===== src/rtl/fetch_unit.sv =====
// Instruction fetch/issue stage: loads the reset vector, fetches 16-bit words,
// merges two-word instructions with their immediate. Optional FETCH_REDIRECT_EN adds branch redirect.
module fetch_unit #(
    parameter int              PC_W        = 32,
    parameter logic [PC_W-1:0] RST_LO_ADDR = '0
) (
    input  logic            clk,
    input  logic            reset,
    output logic [PC_W-1:0] imem_addr,
    input  logic [15:0]     imem_rdata,
    input  logic            stall,
    output logic [6:0]      opcode,
    output logic [2:0]      rdst,
    output logic [2:0]      rsrc1,
    output logic [2:0]      rsrc2,
    output logic [15:0]     imm,
    output logic [PC_W-1:0] pc_out,
    output logic            instr_valid,
    output logic            halted,
    input  logic            redir_en,
    input  logic [PC_W-1:0] redir_pc
);

    typedef enum logic [2:0] {
        RST_LO = 3'd0,
        RST_HI = 3'd1,
        FETCH  = 3'd2,
        IMM    = 3'd3,
        HALT   = 3'd4
    } state_t;

    localparam logic [6:0] OP_IADD = 7'b0100000;
    localparam logic [6:0] OP_LDM  = 7'b0110101;
    localparam logic [6:0] OP_LDD  = 7'b0100010;
    localparam logic [6:0] OP_STD  = 7'b0100011;
    localparam logic [6:0] OP_HLT  = 7'b1100001;

    state_t          state_q, state_d;
    logic [PC_W-1:0] pc_q, pc_d;
    logic [15:0]     vec_lo_q, vec_lo_d;
    logic [15:0]     hold_q, hold_d;
    logic [PC_W-1:0] hold_pc_q, hold_pc_d;
    logic [6:0]      opcode_q, opcode_d;
    logic [2:0]      rdst_q, rdst_d;
    logic [2:0]      rsrc1_q, rsrc1_d;
    logic [2:0]      rsrc2_q, rsrc2_d;
    logic [15:0]     imm_q, imm_d;
    logic [PC_W-1:0] pc_out_q, pc_out_d;
    logic            instr_valid_q, instr_valid_d;

    logic [6:0]      word_op;
    logic            two_word;
    logic            redirect;
    logic [PC_W-1:0] pc_inc;

    assign word_op = imem_rdata[15:9];
    assign pc_inc  = pc_q + PC_W'(1);

    always_comb begin
        two_word = 1'b0;
        case (word_op)
            OP_IADD, OP_LDM, OP_LDD, OP_STD: two_word = 1'b1;
            default:                         two_word = 1'b0;
        endcase
    end

`ifdef FETCH_REDIRECT_EN
    assign redirect = redir_en && ((state_q == FETCH) || (state_q == IMM));
`else
    logic unused_redir;
    assign unused_redir = ^{redir_en, redir_pc};
    assign redirect     = 1'b0;
`endif

    always_comb begin
        state_d       = state_q;
        pc_d          = pc_q;
        vec_lo_d      = vec_lo_q;
        hold_d        = hold_q;
        hold_pc_d     = hold_pc_q;
        opcode_d      = opcode_q;
        rdst_d        = rdst_q;
        rsrc1_d       = rsrc1_q;
        rsrc2_d       = rsrc2_q;
        imm_d         = imm_q;
        pc_out_d      = pc_out_q;
        instr_valid_d = instr_valid_q;
        imem_addr     = pc_q;

        if (redirect) begin
            // Redirect wins over stall and drops any half-fetched instruction.
            pc_d          = redir_pc;
            state_d       = FETCH;
            instr_valid_d = 1'b0;
        end else begin
            case (state_q)
                RST_LO: begin
                    imem_addr     = RST_LO_ADDR;
                    vec_lo_d      = imem_rdata;
                    instr_valid_d = 1'b0;
                    state_d       = RST_HI;
                end
                RST_HI: begin
                    imem_addr     = RST_LO_ADDR + PC_W'(1);
                    pc_d          = PC_W'({imem_rdata, vec_lo_q});
                    instr_valid_d = 1'b0;
                    state_d       = FETCH;
                end
                FETCH: begin
                    if (!stall) begin
                        pc_d = pc_inc;
                        if (two_word) begin
                            hold_d        = imem_rdata;
                            hold_pc_d     = pc_q;
                            instr_valid_d = 1'b0;
                            state_d       = IMM;
                        end else begin
                            opcode_d      = word_op;
                            rdst_d        = imem_rdata[8:6];
                            rsrc1_d       = imem_rdata[5:3];
                            rsrc2_d       = imem_rdata[2:0];
                            imm_d         = 16'h0000;
                            pc_out_d      = pc_q;
                            instr_valid_d = 1'b1;
                            state_d       = (word_op == OP_HLT) ? HALT : FETCH;
                        end
                    end
                end
                IMM: begin
                    if (!stall) begin
                        opcode_d      = hold_q[15:9];
                        rdst_d        = hold_q[8:6];
                        rsrc1_d       = hold_q[5:3];
                        rsrc2_d       = hold_q[2:0];
                        imm_d         = imem_rdata;
                        pc_out_d      = hold_pc_q;
                        instr_valid_d = 1'b1;
                        pc_d          = pc_inc;
                        state_d       = FETCH;
                    end
                end
                HALT: begin
                    instr_valid_d = 1'b0;
                end
                default: begin
                    state_d       = RST_LO;
                    instr_valid_d = 1'b0;
                end
            endcase
        end
    end

    always_ff @(posedge clk) begin
        if (reset) begin
            state_q       <= RST_LO;
            pc_q          <= '0;
            vec_lo_q      <= '0;
            hold_q        <= '0;
            hold_pc_q     <= '0;
            opcode_q      <= '0;
            rdst_q        <= '0;
            rsrc1_q       <= '0;
            rsrc2_q       <= '0;
            imm_q         <= '0;
            pc_out_q      <= '0;
            instr_valid_q <= 1'b0;
        end else begin
            state_q       <= state_d;
            pc_q          <= pc_d;
            vec_lo_q      <= vec_lo_d;
            hold_q        <= hold_d;
            hold_pc_q     <= hold_pc_d;
            opcode_q      <= opcode_d;
            rdst_q        <= rdst_d;
            rsrc1_q       <= rsrc1_d;
            rsrc2_q       <= rsrc2_d;
            imm_q         <= imm_d;
            pc_out_q      <= pc_out_d;
            instr_valid_q <= instr_valid_d;
        end
    end

    assign opcode      = opcode_q;
    assign rdst        = rdst_q;
    assign rsrc1       = rsrc1_q;
    assign rsrc2       = rsrc2_q;
    assign imm         = imm_q;
    assign pc_out      = pc_out_q;
    assign instr_valid = instr_valid_q;
    assign halted      = (state_q == HALT);

endmodule


===== config.mk =====
export PLATFORM = sky130hd
export DESIGN_NAME = fetch_unit
export DESIGN_NICKNAME = d
export VERILOG_FILES = /design/src/rtl/fetch_unit.sv
export SDC_FILE = /design/constraint.sdc
export NUM_CORES = 1
export LEC_CHECK = 0
export ABC_AREA = 0
export BUFFER_PORTS_ARGS = -buffer_cell sky130_fd_sc_hd__buf_2
export CAP_MARGIN = 20
export CORE_ASPECT_RATIO = 2
export CORE_MARGIN = 2
export CORE_UTILIZATION = 50
export CTS_BUF_LIST = sky130_fd_sc_hd__clkbuf_16
export DETAILED_ROUTE_END_ITERATION = 8
export PLACE_DENSITY = 0.77
export SYNTH_ARGS = -nofsm -noshare
export SYNTH_HDL_FRONTEND = slang
export SYNTH_SLANG_ARGS = --single-unit

===== constraint.sdc =====
create_clock -name clk -period 1.7 [get_ports clk]
set_input_delay 0.085 -clock clk [delete_from_list [all_inputs] [get_ports clk]]
set_output_delay 0.085 -clock clk [all_outputs]
set_load 0.005 [all_outputs]

==> flow_metrics.env <==
export IMPL_use_met3=0.0494
export IMPL_die_height_um=178
export IMPL_final_util=0.674
export IMPL_diodes=0
export IMPL_syn_area_um2=7600
export IMPL_path_delay_family="simple AND/OR/NAND/NOR gates"
export IMPL_switching_share=0.295
export IMPL_drtIter0Drc=595
export IMPL_synth_edff_count=0
export IMPL_use_met2=0.517
export IMPL_leakage_uw=0.00391
export IMPL_portBuffers=116
export IMPL_pre_cts_ws_ns=-0.0844
export IMPL_cpMostUsedCell="nand2_1"
export IMPL_power_frac_clock=0.379
export IMPL_layout_setup_ws_ns=-0.0516
export IMPL_drt_wl_total_mm=25.4
export IMPL_clockBufferDepth=2
export IMPL_clock_sinks=164
export IMPL_crit_buf_inv=2
export IMPL_grt_max_degree=72
export IMPL_first_global_vias=7346
export IMPL_synth_seq_cells=164
export IMPL_rows=63
export IMPL_period_share=1.03
export IMPL_seqPwrFrac=0.436
export IMPL_yosys_top_cells_area="dfxtp_1, nand2_1, a21oi_1"
export IMPL_clkTransAtPathRegs_ns=0.06
export IMPL_fp_dieW_um=91.2
export IMPL_grt_use_met1=0.327
export IMPL_start_kind="register"
export IMPL_maxSlewViolCount=0
export IMPL_p_comb_frac=0.185
export IMPL_dp_hpwl_mm=16.3
export IMPL_syn_inst=1008
export IMPL_synth_main_ff_cell="dfxtp_1"
export IMPL_gp_congestion=0.948
export IMPL_yosysWarnings=0
export IMPL_yosysSeqAreaShare=0.432
export IMPL_violations="setup timing"
export IMPL_worst_slew_pin_slew_ns=0.476
export IMPL_clk_insertion_delay_late_ns=0.44
export IMPL_die_area_um2=16300
export IMPL_switchingPower_uw=2860
export IMPL_slowest_stage="a311oi_2"
export IMPL_path_max_fanout=28
export IMPL_hp_class="in -> reg"
export IMPL_fmax_mhz=571
export IMPL_post_synth_cell_area_avg_um2=7.54
export IMPL_ir_worst_vdd_uv=774
export IMPL_final_setup_viol_count=4
export IMPL_intPower_uw=6830
export IMPL_drt_first_pass_iters=5
export IMPL_drive_above_1_share=0.258
export IMPL_antenna_found_initial=0
export IMPL_fin_nets=1217
export IMPL_synth_nets=1061
export IMPL_cp_arrival_ns=2.08
export IMPL_fin_crit_ns=1.75
export IMPL_clock_skew_ns=0.00871
export IMPL_drv_cap=0
export IMPL_synth_cell_types=61
export IMPL_overflow=0
export IMPL_worst_slew_margin_rel=0.674
export IMPL_via_count=8098
export IMPL_area_growth_syn_to_layout_pct=31.3
export IMPL_rsz0062_at_grt="true"
export IMPL_worstPathCellList="nor2b_2, buf_4, nand2_1, buf_12, nand2_1, a311oi_2"
export IMPL_hold_viol_final=0
export IMPL_cts_root_buf="clkbuf_16"
export IMPL_grt_pass1_wl_mm=38.1
export IMPL_path_class="reg -> reg"
export IMPL_status="finished, violations left"
export IMPL_cts_tree="built"
export IMPL_p_per_area_nw_per_um2=970
export IMPL_max_stage_delay_ns=0.37
export IMPL_cp_required_ns=2.03
export IMPL_gr_max_usage_layer="met2"
export IMPL_crit_path_end_kind="register"
export IMPL_core_region_area_um2=14800
export IMPL_synthArstFlopShare=0
export IMPL_cts_max_level=4
export IMPL_drcViolationCount=0
export IMPL_gr_usage_all_layers=0.298
export IMPL_vias_per_cell=5.91
export IMPL_start_util=0.513
export IMPL_numCtsBuffers=17
export IMPL_pin_count=150
export IMPL_synth_largest_area_cell="dfxtp_1"
export IMPL_wl_per_cell_um=18.5
export IMPL_antenna_left=0
export IMPL_synth_top_area_frac=0.432
worst reg2reg max path, stage by stage (launching register included):
cell and delay (ns):
dfxtp_2 0.34, nor2b_2 0.17, buf_4 0.22, nand2_1 0.21
buf_12 0.23, nand2_1 0.13, a311oi_2 0.37
cells in the mapped netlist (2+ instances only):
| cell type | number |
|---|---|
| nand2b_1 | 5 |
| nand2_1 | 264 |
| o31ai_1 | 4 |
| nand3_1 | 36 |
| a21oi_1 | 103 |
| a211oi_1 | 5 |
| a31oi_1 | 5 |
| and2_1 | 3 |
| mux2i_1 | 9 |
| buf_2 | 22 |
| dfxtp_1 | 164 |
| a22oi_1 | 10 |
| nor3_1 | 14 |
| a221oi_1 | 2 |
| buf_6 | 5 |
| or3_1 | 6 |
| nor2b_1 | 32 |
| and3_1 | 7 |
| nor4_1 | 2 |
| a21o_1 | 5 |
| clkbuf_1 | 59 |
| o22ai_1 | 7 |
| nor2_1 | 97 |
| nor3b_1 | 5 |
| nor3_2 | 3 |
| inv_1 | 7 |
| buf_4 | 7 |
| nand4_1 | 17 |
| a311oi_1 | 49 |
| o21ai_0 | 21 |
| a22o_1 | 3 |
logic make-up (layout without fill, tap and decap cells):
| kind of cell | count (synthesis) | count (layout) | share of synthesized area |
|---|---|---|---|
| buffers and inverters | 102 | 270 | 0.0624 |
| AND/OR/NAND/NOR | 501 | 501 | 0.295 |
| multiplexers | 11 | 11 | 0.0148 |
| AO/OA/AOI/OAI | 229 | 229 | 0.194 |
| flip-flops | 164 | 164 | 0.432 |
| adder cells (fa/ha/maj) | 1 | 1 | 0.00165 |
power groups by stage:
stage / combinational (uW) / clock, uW / sequential (uW)
6_report: 1790 / 3670 / 4220
5_1_grt: 1930 / 3840 / 4240
4_1_cts: 1660 / 3700 / 4210
3_5_place_dp: 1580 / 0 / 4290
3_3_place_gp: 1550 / 0 / 4290
2_1_floorplan: 931 / 0 / 4250
sequential cells by signal, summed over array words and instances (netlist names):
| signal | count |
|---|---|
| hold_pc_q | 32 |
| hold_q | 16 |
| imm | 16 |
| instr_valid | 1 |
| opcode | 7 |
| pc_out | 32 |
| pc_q | 32 |
| rdst | 3 |
| rsrc1 | 3 |
| rsrc2 | 3 |
| state_q | 3 |
| vec_lo_q | 16 |
layout by cell type (no fill, tap or decap), drive strengths merged, types with 5 or more instances in the layout:
master       synthesis  routed
a31oi                5       5
nor2b               32      32
nand2b               6       6
a211oi               5       5
nand2              264     264
o21ai               23      23
nor2                98      98
nand4               17      17
nor3b                5       5
or3                  6       6
clkinv               1       6
o22ai                7       7
a21oi              104     104
clkbuf              59      21
dlygate4sd3          0       7
nor3                18      18
dfxtp              164     164
nand3               38      38
and3                 7       7
buf                 35     219
a21o                 5       5
mux2i                9       9
a22oi               10      10
a311oi              49      49
inv                  7      11
per-layer routing:
layer | part of all wire | vias up | routed length (um)
met4 | 0.067 | 0 | 1700
met5 | 0 | - | 0
li1 | - | 3800 | -
met1 | 0.37 | 3814 | 9390
met2 | 0.50 | 386 | 12800
met3 | 0.061 | 98 | 1550
worst paths after layout:
path	depth (start not counted)	end	from	slack, ns
worst min register to register	2	imm[5]	imm[5]	0.45
worst max-delay path	6	rsrc2[1]	state_q[1]	-0.05
worst max register to register	6	rsrc2[1]	state_q[1]	-0.05
worst min-delay path	3	hold_q[4]	imem_rdata[4]	0.006
repair_timing:
| action | 4_1_cts | 5_1_grt |
|---|---|---|
| gates resized for setup | 12 | 36 |
| pin swaps | 7 | 14 |
| buffers inserted | 5 | 4 |
| setup endpoints to repair | 32 | 145 |
| endpoints found under the hold margin | 19 | 0 |
| hold buffers | 7 | 0 |
| cloned | 2 | 4 |
cell type report:
class,instances,area [um2]
Fill cell,1282,4840
Clock inverter,14,130
Timing Repair Buffer,231,1830
Clock buffer,17,425
Tap cell,195,244
Inverter,8,30.0
Sequential cell,164,3290
Multi-Input combinational cell,742,4030
through the flow:
stage               power [uW]  instances  hold WS [ns]  setup TNS [ns]  instance area (um2)
floorplan                 5180       1008         0.221         -0.0574                 7610
global placement          5840       1319         0.406          -0.109                 8900
detailed placement        5870       1319         0.409          -0.149                 8900
global route             10000       1371        0.0197          -0.883                 9980
finish                    9690       1371       0.00600          -0.172                 9980
CTS                       9570       1363       0.00183         -0.0125                 9680
Power figures use the tool's default switching activity.
